===== src/rtl/seg7_pkg.sv =====
// Shared seven-segment constants: blank pattern, hex font table and segment bit positions.
package seg7_pkg;

  // Cathode pattern with every segment off (active low).
  localparam logic [6:0] SEG_BLANK = 7'b1111111;

  // Bit positions inside a {g,f,e,d,c,b,a} segment word.
  localparam int unsigned SEG_A = 0;
  localparam int unsigned SEG_B = 1;
  localparam int unsigned SEG_C = 2;
  localparam int unsigned SEG_D = 3;
  localparam int unsigned SEG_E = 4;
  localparam int unsigned SEG_F = 5;
  localparam int unsigned SEG_G = 6;

  // Active-low hex glyphs, indexed by nibble value, bit order {g,f,e,d,c,b,a}.
  localparam logic [6:0] HEX_FONT [16] = '{
    7'b1000000, // 0
    7'b1111001, // 1
    7'b0100100, // 2
    7'b0110000, // 3
    7'b0011001, // 4
    7'b0010010, // 5
    7'b0000010, // 6
    7'b1111000, // 7
    7'b0000000, // 8
    7'b0010000, // 9
    7'b0001000, // A
    7'b0000011, // b
    7'b1000110, // C
    7'b0100001, // d
    7'b0000110, // E
    7'b0001110  // F
  };

endpackage


===== src/rtl/hex_to_seg7.sv =====
// Combinational nibble to active-low seven-segment decoder.
module hex_to_seg7
  import seg7_pkg::*;
(
  input  logic [3:0] nibble,
  output logic [6:0] seg_n
);

  assign seg_n = HEX_FONT[nibble];

endmodule


===== src/rtl/seg7_scan_driver.sv =====
// Time-multiplexed common-anode seven-segment driver with tear-free frame
// snapshot, leading-zero blanking and registered active-low outputs.
module seg7_scan_driver
  import seg7_pkg::*;
#(
  parameter int DIGITS      = 4,
  parameter int REFRESH_DIV = 100000,
  parameter int CNT_W       = 17
) (
  input  logic                  clk,
  input  logic                  reset_n,
  input  logic [4*DIGITS-1:0]   value,
  input  logic [DIGITS-1:0]     dp_in,
  input  logic                  blank_lz,
  output logic [DIGITS-1:0]     an_n,
  output logic [6:0]            seg_n,
  output logic                  dp_n,
  output logic                  frame_tick
);

  localparam int IDX_W = (DIGITS > 1) ? $clog2(DIGITS) : 1;
  localparam logic [CNT_W-1:0] CNT_LAST = CNT_W'(REFRESH_DIV - 1);
  localparam logic [IDX_W-1:0] IDX_LAST = IDX_W'(DIGITS - 1);

  logic [CNT_W-1:0]    presc;
  logic [IDX_W-1:0]    idx;
  logic                slot_end;
  logic                load_pending;
  logic                frame_load;
  logic [4*DIGITS-1:0] snap_val;
  logic [DIGITS-1:0]   snap_dp;

  logic [3:0]          nib_p0;
  logic [6:0]          font_p0;
  logic [DIGITS-1:0]   blank_mask_p0;
  logic                blanked_p0;

  // Digit k (k > 0) is blankable when it and every more significant nibble are zero.
  function automatic logic [DIGITS-1:0] lz_blank_mask(input logic [4*DIGITS-1:0] v);
    logic run;
    lz_blank_mask = '0;
    run = 1'b1;
    for (int k = DIGITS - 1; k >= 0; k--) begin
      run = run & (v[4*k +: 4] == 4'h0);
      if (k != 0) lz_blank_mask[k] = run;
    end
  endfunction

  assign slot_end   = (presc == CNT_LAST);
  // A pending post-reset load and a frame-wrap load in the same cycle merge into one.
  assign frame_load = load_pending | (slot_end & (idx == IDX_LAST));

  // Refresh prescaler and digit-select ring.
  always_ff @(posedge clk) begin
    if (!reset_n) begin
      presc <= '0;
      idx   <= '0;
    end else begin
      presc <= slot_end ? '0 : presc + 1'b1;
      if (slot_end) idx <= (idx == IDX_LAST) ? '0 : idx + 1'b1;
    end
  end

  // Frame snapshot of value and decimal points, taken only at frame boundaries.
  always_ff @(posedge clk) begin
    if (!reset_n) begin
      snap_val     <= '0;
      snap_dp      <= '0;
      load_pending <= 1'b1;
      frame_tick   <= 1'b0;
    end else begin
      frame_tick <= frame_load;
      if (frame_load) begin
        snap_val     <= value;
        snap_dp      <= dp_in;
        load_pending <= 1'b0;
      end
    end
  end

  // Stage p0: select the active digit from the snapshot and decide blanking.
  always_comb begin
    nib_p0        = snap_val[4*idx +: 4];
    blank_mask_p0 = lz_blank_mask(snap_val);
    blanked_p0    = blank_lz & blank_mask_p0[idx];
  end

  hex_to_seg7 u_font (
    .nibble (nib_p0),
    .seg_n  (font_p0)
  );

  // Stage p1: registered drive outputs, one clock behind the index and snapshot.
  always_ff @(posedge clk) begin
    if (!reset_n) begin
      an_n  <= '1;
      seg_n <= SEG_BLANK;
      dp_n  <= 1'b1;
    end else begin
      an_n  <= blanked_p0 ? '1 : ~(DIGITS'(1) << idx);
      seg_n <= font_p0;
      dp_n  <= blanked_p0 ? 1'b1 : ~snap_dp[idx];
    end
  end

endmodule

===== config.mk =====
export PLATFORM = sky130hd
export DESIGN_NAME = seg7_scan_driver
export DESIGN_NICKNAME = d
export VERILOG_FILES = /design/src/rtl/seg7_pkg.sv /design/src/rtl/hex_to_seg7.sv /design/src/rtl/seg7_scan_driver.sv
export SDC_FILE = /design/constraint.sdc
export NUM_CORES = 1
export LEC_CHECK = 0
export ABC_AREA = 1
export BUFFER_PORTS_ARGS = -buffer_cell sky130_fd_sc_hd__buf_4
export CORE_ASPECT_RATIO = 1.25
export CORE_MARGIN = 8
export CORE_UTILIZATION = 48
export CTS_BUF_LIST = sky130_fd_sc_hd__clkbuf_8
export DETAILED_ROUTE_END_ITERATION = 16
export PLACE_DENSITY = 0.7
export SKIP_LAST_GASP = 1
export SYNTH_ARGS = -nofsm -noshare
export SYNTH_HDL_FRONTEND = slang
export SYNTH_HIERARCHICAL = 1
export SYNTH_SLANG_ARGS = --single-unit

===== constraint.sdc =====
create_clock -name clk -period 1.97 [get_ports clk]
set_input_delay 0.591 -clock clk [delete_from_list [all_inputs] [get_ports clk]]
set_output_delay 0.591 -clock clk [all_outputs]
set_load 0.05 [all_outputs]

# After elaboration in Yosys (flattened, before gate mapping)
# Memories as Yosys holds them, arrays and structs flattened. A register that Yosys moved wholly into a read port is not among the register bits.
# Index checks and enable logic that the tools add are counted.
[word_totals] ff_bits=46 romBits=112 inputBits=23 out_inout_bits=13 word_cells=36 memories=1
[memory_table] name="(name not given)" words=16 width=7 read_ports=1 rd_ports_with_merged_regs=1 wr=0 line_no="hex_to_seg7.sv:9" source="assign seg_n = HEX_FONT[nibble];"
[op_classes] addsub=2 n_lt_le_gt_ge=1 n_eq_ne=2 shift=2 n_mux=5 n_bitwise=9 reduce_logical=6
[op_table] op="17-bit by 1-bit adder with 17-bit output (second input constant)" count=1
[op_table] op="17-bit equality test (second input constant)" count=1
[op_table] op="16-bit by 5-bit variable part select with 4-bit output" count=1
[op_table] op="4-bit logical NOT" count=3
[op_table] op="4-bit NOT with 5-bit output" count=1
[op_table] op="1-bit bitwise AND" count=4
[op_table] op="1-bit binary-select mux with 2-bit select" count=2
[op_table] op="4-bit NOT" count=1
[op_table] op="2-bit OR reduction" count=2
[op_table] op="1-bit by 2-bit left shift with 4-bit output (first input constant)" count=1
[op_table] op="2-bit by 3-bit < comparator with 1-bit output (second input constant)" count=1
[op_table] op="2-bit by 1-bit adder with 2-bit output (second input constant)" count=1
[op_table] op="2-bit equality test (second input constant)" count=1
[op_table] op="1-bit 2-to-1 mux" count=2
[op_table] op="2-bit 2-to-1 mux" count=1
[op_table] op="1-bit NOT" count=2
[op_table] op="1-bit logical NOT" count=1
[op_table] op="1-bit bitwise OR" count=1

# Logic depth before layout (Yosys ltp)
# Gate-level depths: netlist of the first run.
[logic_depth] ltp_word=7 ltp_mapped=12 ltp_nobuf=11

# By module
# The synthesis of the first run kept the hierarchy.
[modules_own_cells] mod="seg7_scan_driver" instances=1 cells_per_inst=331 area_each_um2=2511.2 seq_area_each_um2=1061.0
[modules_own_cells] mod="hex_to_seg7" instances=1 cells_per_inst=49 area_each_um2=274.0 seq_area_each_um2=0.0

# Least setup slack after synthesis of the first run
# OpenSTA, ideal clock, no wires.
[synth_timing] kind="register to register" startpoint="register idx[0]" endpoint="register seg_n[3]" arrival_time_ps=2026 t_required_ps=1847 path_slack_ps=-179 stages_incl_launch_ff=10 n_path_buf=1 period_less_slack_ps=2149 cell_sequence="dfxtp_1 -> clkbuf_1 -> o21ai_0 -> o21ai_0 -> inv_1 -> ha_1 -> nand2_1 -> nand3_1 -> nand2_1 -> or2_2"
[synth_between] elab_chain_cells=2
[synth_lines] element="from (decl)" line_no="seg7_scan_driver.sv:26" source="logic [IDX_W-1:0] idx;"
[synth_lines] element="from (signal assigned)" line_no="seg7_scan_driver.sv:60" source="if (slot_end) idx <= (idx == IDX_LAST) ? '0 : idx + 1'b1;"
[synth_lines] element="16-bit by 5-bit variable part select with 4-bit output" line_no="seg7_scan_driver.sv:83" source="nib_p0 = snap_val[4*idx +: 4];"
[synth_lines] element="via nib_p0[1]" line_no="seg7_scan_driver.sv:33" source="logic [3:0] nib_p0;"
[synth_lines] element="4-bit NOT with 5-bit output (implied by the code)" line_no="hex_to_seg7.sv:9"
[synth_lines] element="to (decl)" line_no="seg7_scan_driver.sv:16" source="output logic [6:0] seg_n,"
# The timed path passes the listed nets, and every way through them passes these cells.
# A chain may end at the register's enable or synchronous reset.

# Final worst setup path of the first run
[layout_timing] startpoint="register idx[0]" endpoint="register seg_n[6]"
# Same word-level chain as after synthesis.

==> results of run 1 <==
==> final timing paths <==
path | slack, ns | endpoint | depth (start not counted)
worst min-delay path | 0.46 | presc[0]$_SDFF_PP0_ | 1
worst max register to register | 0.14 | seg_n[6]$_SDFF_PN1_ | 10
worst max-delay path | 0.14 | seg_n[6]$_SDFF_PN1_ | 10
worst min register to register | 0.46 | presc[0]$_SDFF_PP0_ | 1
==> layout make-up <==
class,count,area share
Timing Repair Buffer,48,0.114
Multi-Input combinational cell,266,0.450
Inverter,46,0.0527
Tap cell,66,0.0250
Clock buffer,6,0.0250
Sequential cell,53,0.322
Clock inverter,2,0.0114
==> synthesized netlist by cell type, types with 2 or more instances <==
cell      number  share of area
dfxtp_1       53           0.38
o21ai_2        2         0.0063
nand3_2       19          0.068
a21oi_1       37          0.066
buf_2          3         0.0054
or2_0          2         0.0045
or2_2          8          0.018
o21ai_0       14          0.025
clkbuf_1       6         0.0081
inv_1         39          0.053
nor2_1        47          0.063
nand3_4        2          0.013
nor3_1        10          0.018
nand3_1       19          0.034
buf_6          3          0.012
inv_2          5         0.0067
nand2_1       75           0.10
xor2_1         7          0.022
buf_1          2         0.0027
nand4_1        2         0.0045
nor2_4         2         0.0081
ha_1          12          0.054
clkinv_1       2         0.0027
==> stage by stage <==
stage | util | setup slack (ns) | cell area [sq um]
after detailed placement | 0.555 | 0.140 | 3160
after global placement | 0.555 | 0.194 | 3160
after global routing | 0.579 | 0.0247 | 3300
after CTS | 0.576 | 0.107 | 3280
final | 0.579 | 0.141 | 3300
after floorplan | - | 0.0215 | 2800
==> report_power, final <==
part	leakage [nW]	switching, W	internal (W)
Sequential	0.437	0.0000231	0.00112
Clock	0.0574	0.000360	0.000414
Combinational	0.994	0.000208	0.000140
Total	1.49	0.000591	0.00168
==> cell families (layout without fill, tap and decap cells) <==
group                    count (synthesis)  count (layout)  share of synthesized area
buffers and inverters                   61             102                     0.0930
AO/OA/AOI/OAI                           55              55                      0.102
flip-flops                              53              53                      0.381
AND/OR/NAND/NOR                        191             191                      0.345
adder cells (fa/ha/maj)                 12              12                     0.0539
XOR/XNOR                                 8               8                     0.0252
==> metal layers <==
layer | GRT usage | up-vias | part of all wire
li1 | - | 1288 | -
met1 | 0.161 | 1076 | 0.48
met2 | 0.233 | 38 | 0.47
met3 | 0.0330 | 4 | 0.038
met4 | 0.0320 | 0 | 0.0069
met5 | 0 | - | 0
==> what timing repair did <==
| item | CTS | global route |
|---|---|---|
| resized for setup | 0 | 4 |
| hold buffers | 0 | 0 |
| buffers inserted | 0 | 0 |
| endpoints found under the hold margin | 0 | 0 |
| endpoints found under the setup margin | 0 | 3 |
==> sequential cells by signal, summed over array words and instances (netlist names) <==
name and flops:
dp_n 1, an_n 4, idx 2, snap_dp 4, seg_n 7, frame_tick 1
snap_val 16, load_pending 1, presc 17
==> flow_summary_export.csv, run 1 <==
group,metric,value,unit
status,status,"complete, no violations",
route,wl_per_cell,11.9,microns
route,routed_wl,5.81,mm
power,irDropWorstVdd,381,uV
worst_setup_path,critPathMostFrequentCell,"nand2_1",
worst_setup_path,critical_path.cell_chain,"buf_6 -> o21ai_0 -> o21ai_2 -> buf_4 -> ha_1 -> nand2_1 -> o21ai_2 -> nand2_1 -> nand2_1 -> or2_2",
clock_network,numClockSinks,53,
sta,tightest_slew,0.509,ns
layout,mostFrequentLayoutCells,"nand2_1 (75), dfxtp_1 (53), nor2_1 (47), buf_4 (46)",
clock_network,cts-root-buf,"clkbuf_8",
place,placed_cells,479,
hold_path,holdCritPathClass,"reg2reg",
layout,final_common_cell,"nand2_1",
sta,fin_setup_tns,0,ns
sta,fin_crit_sh,0.928,
route,drt_iter0_drc,93,
global_route,grt_first_pass_wirelength,9.74,mm
layout,fill_cells,542,
floorplanning,die-height,101,microns
yosys,synth_edf_count,0,
power,power,0.00227,W
worst_setup_path,worstPathRequired,2.16,ns
worst_setup_path,critical_path.max_fanout,12,
sta,finalCriticalPeriod,1.83,ns
clock_network,cts_buffer_depth,2,
floorplanning,fp.dieW,84.1,microns
sta,hold_slack,0.461,ns
clock_network,htree_levels,2,
global_route,antenna_found_initial,0,
route,firstDrtPassIters,4,
yosys,yosysWarnings,6,
worst_setup_path,critPathKind,"reg2reg",
floorplanning,io_pins,36,
yosys,ys_seq_area_frac,0.381,
sta,max-slew-margin-rel,0.661,
yosys,netlist_area,2790,sq um
layout,insertedDiodeCount,0,
yosys,synth_cell_type_count,32,
place,gp_congestion,0.855,
run,cap_violations,0,
floorplanning,core_area,5700,sq um
worst_setup_path,critPathBufInv,2,
sta,hold_viol,0,
route,avgViaCountPerCell,4.94,
worst_setup_path,worstSetupEndpointType,"register",
sta,skew,0.00782,ns
yosys,synth-seq-cells,53,
worst_setup_path,reg2reg_from,"idx[0]$_SDFFE_PN0N_",
layout,stdcell_count,487,
place,hpwlAfterDp,4.36,mm
worst_setup_path,critPathMaxStageDelay,0.34,ns
global_route,first_global_vias,2232,
worst_setup_path,cp_top_family,"simple AND/OR/NAND/NOR gates",
global_route,grt_usage,0.134,
clock_network,cts_buffers,5,
layout,drive_gt1_frac,0.245,
clock_network,worstSkewPairLatency,0.30,ns
yosys,synth_nets,415,
yosys,synthArstFlopShare,0,
sta,maxSlewViolCount,0,
worst_setup_path,critPathArrivalTime,2.02,ns
sta,finalSetupViolations,0,
worst_setup_path,slowest_stage,"dfxtp_1",
layout,synthToLayoutAreaGrowth,18.5,%
floorplanning,initial_core_util,0.488,
layout,multi_input_area,1490,sq um
layout,layout.nets,455,
sta,fmax,547,MHz
floorplanning,row_count,31,
global_route,grt-ovfl-total,0,
worst_setup_path,worstSetupStartpoint,"idx[0]$_SDFFE_PN0N_",
layout,register_area,1060,sq um
power,cellLeakagePower,1.49,nW
place,io_buffer_count,35,
yosys,synthCells,380,
route,dr_total_vias,2406,
worst_setup_path,cp-start-kind,"register",
route,drtAntennaViolNets,0,
yosys,synth_area_per_cell,7.33,sq um
floorplanning,die-area,8510,sq um
hold_path,hp-start,"presc[0]$_SDFF_PP0_",
global_route,grt_max_degree,42,
clock_network,clk_pin_slew,0.10,ns
route,route.detailed.drc,0,
clock_network,cts_tree,"yes",
sta,rsz0062_at_grt,"false",
yosys,synth-main-ff-cell,"dfxtp_1",
power,power.density,687,nW/um^2
Note: power is estimated with default switching activity, not from simulation.
==> run 2: changes to the inputs <==
==> constraint.sdc (replaced) <==
create_clock -name clk -period 1.97 [get_ports clk]
set_input_delay 0.197 -clock clk [delete_from_list [all_inputs] [get_ports clk]]
set_output_delay 0.197 -clock clk [all_outputs]
set_load 0.05 [all_outputs]
==> flow_summary_export.csv, run 2 (synthesis results as in run 1) <==
group,metric,value,unit
route,drtAntennaViolNets,0,
clock_network,post_cts_resized,0,
global_route,grt_util_met2,0.234,
global_route,first_global_vias,2315,
sta,maxSlewViolCount,0,
worst_setup_path,worstSetupStartpoint,"idx[0]$_SDFFE_PN0N_",
route,routed_wl,5.78,mm
route,wl_per_cell,11.9,microns
worst_setup_path,critical_path.max_fanout,12,
power,power.density,644,nW/um^2
sta,max-slew-margin-rel,0.661,
hold_path,holdCritPathClass,"in2reg",
layout,insertedDiodeCount,0,
clock_network,clk_pin_slew,0.09,ns
route,route.detailed.drc,0,
global_route,antenna_found_initial,0,
worst_setup_path,cp-start-kind,"register",
sta,rsz0062_at_grt,"false",
worst_setup_path,r2r_slack,0.14,ns
power,irDropWorstVdd,312,uV
floorplanning,die-height,101,microns
route,avgViaCountPerCell,5.02,
worst_setup_path,critPathArrivalTime,2.01,ns
sta,fin_crit_sh,0.927,
place,io_buffer_count,35,
sta,hold_viol,0,
worst_setup_path,critPathKind,"reg2reg",
clock_network,numClockSinks,53,
global_route,grt_first_pass_wirelength,9.81,mm
place,hpwlAfterDp,4.31,mm
floorplanning,die-area,8510,sq um
global_route,grt-busiest-layer,"met2",
layout,regMostFlops,"presc",
global_route,grtUsageMet3,0.0338,
layout,synthToLayoutAreaGrowth,16.4,%
sta,finalSetupViolations,0,
route,firstDrtPassIters,4,
floorplanning,fp.dieW,84.1,microns
sta,fmax,548,MHz
worst_setup_path,critical_path.cell_chain,"buf_4 -> a21oi_1 -> a21oi_2 -> buf_4 -> ha_1 -> inv_1 -> nand2_1 -> nand3_1 -> nand2_1 -> or2_2",
clock_network,holdBufCountCts,0,
sta,tightest_slew,0.508,ns
route,dr_total_vias,2433,
place,gp_congestion,0.868,
sta,fin_setup_tns,0,ns
power,cellLeakagePower,1.47,nW
status,status,"complete, no violations",
worst_setup_path,critPathMaxStageDelay,0.33,ns
worst_setup_path,worstPathRequired,2.16,ns
clock_network,cts-root-buf,"clkbuf_8",
worst_setup_path,reg2reg_depth,10,
global_route,grt_max_degree,42,
worst_setup_path,worstSetupEndpointType,"register",
worst_setup_path,crit_path_end,"seg_n[0]$_SDFF_PN1_",
floorplanning,row_count,31,
floorplanning,initial_core_util,0.488,
layout,mostFrequentLayoutCells,"nand2_1 (75), dfxtp_1 (53), nor2_1 (47), buf_4 (46), inv_1 (37)",
global_route,grt-ovfl-total,0,
floorplanning,io_pins,36,
clock_network,cts_tree,"yes",
layout,top_regs,"presc (17), snap_val (16), seg_n (7)",
clock_network,htree_levels,2,
clock_network,cts_buffers,5,
route,drt_iter0_drc,113,
global_route,grt_usage,0.136,
global_route,grtUsageMet1,0.158,
worst_setup_path,slowest_stage,"dfxtp_1",
layout,largest_register_ffs,17,
worst_setup_path,timing.rr.end,"seg_n[0]$_SDFF_PN1_",
layout,drive_gt1_frac,0.236,
layout,final_common_cell,"nand2_1",
run,cap_violations,0,
clock_network,cts_buffer_depth,2,
sta,finalCriticalPeriod,1.83,ns
layout,post-route-util,0.569,
layout,layout.nets,454,
worst_setup_path,reg2reg_from,"idx[0]$_SDFFE_PN0N_",
clock_network,cts_setup_buffers,0,
clock_network,worstSkewPairLatency,0.30,ns
sta,skew,0.00403,ns
floorplanning,core_area,5700,sq um
-- run 2: changes by cell type in the layout (fill, tap and decap cells not counted) --
cell        delta
ha_4           -1
clkinvlp_4     -1
bufinv_16      -1
ha_1           +1
buf_6          -1
inv_1          +1
-- run 2: power breakdown --
part | switching [W] | internal (W)
sequential | 0.0000225 | 0.00112
clock | 0.000326 | 0.000274
combinational | 0.000207 | 0.000136
total | 0.000556 | 0.00153
-- run 2: worst max-delay path, delay by kind of cell, from the launching register on --
family          cells  cell delay, ns
simple gates        4            0.48
buf+inv             3            0.41
flops               1            0.33
compound gates      2            0.30
fa+ha+maj           1            0.20
-- run 2: area by class of cell --
type,instances,area (sq um)
repair buffers,47,365
inverters,46,174
multi-input cells,266,1470
fillers,553,2460
clock inverters,1,3.75
flip-flops and latches,53,1060
clock buffers,6,82.6
well taps,66,82.6
-- run 2: metal layers --
| layer | up-vias | part of all wire |
|---|---|---|
| li1 | 1284 | - |
| met1 | 1089 | 0.46 |
| met2 | 50 | 0.47 |
| met3 | 10 | 0.046 |
| met4 | 0 | 0.019 |
| met5 | - | 0 |
-- run 2: how the worst min path moves through the flow --
stage | startpoint | to | slack, ns | depth (start not counted)
finish | value[12] | snap_val[12]$_SDFFE_PN0P_ | 0.11 | 3
global route | value[12] | snap_val[12]$_SDFFE_PN0P_ | 0.11 | 3
CTS | value[12] | snap_val[12]$_SDFFE_PN0P_ | 0.11 | 3
detailed placement | dp_in[1] | snap_dp[1]$_SDFFE_PN0P_ | 0.42 | 3
global placement | value[9] | snap_val[9]$_SDFFE_PN0P_ | 0.42 | 3
floorplan | reset_n | load_pending$_SDFFE_PN1P_ | 0.32 | 1
-- run 2: stage by stage --
stage	hold slack, ns	power (W)	worst slack [ns]	cell area, sq um	std cells
after global placement	0.416	0.00150	0.195	3160	478
after floorplan	0.323	0.00140	0.0215	2800	380
after global routing	0.109	0.00219	0.0227	3240	485
after CTS	0.110	0.00211	0.0945	3240	485
after detailed placement	0.423	0.00151	0.129	3160	478
final	0.111	0.00209	0.144	3240	485
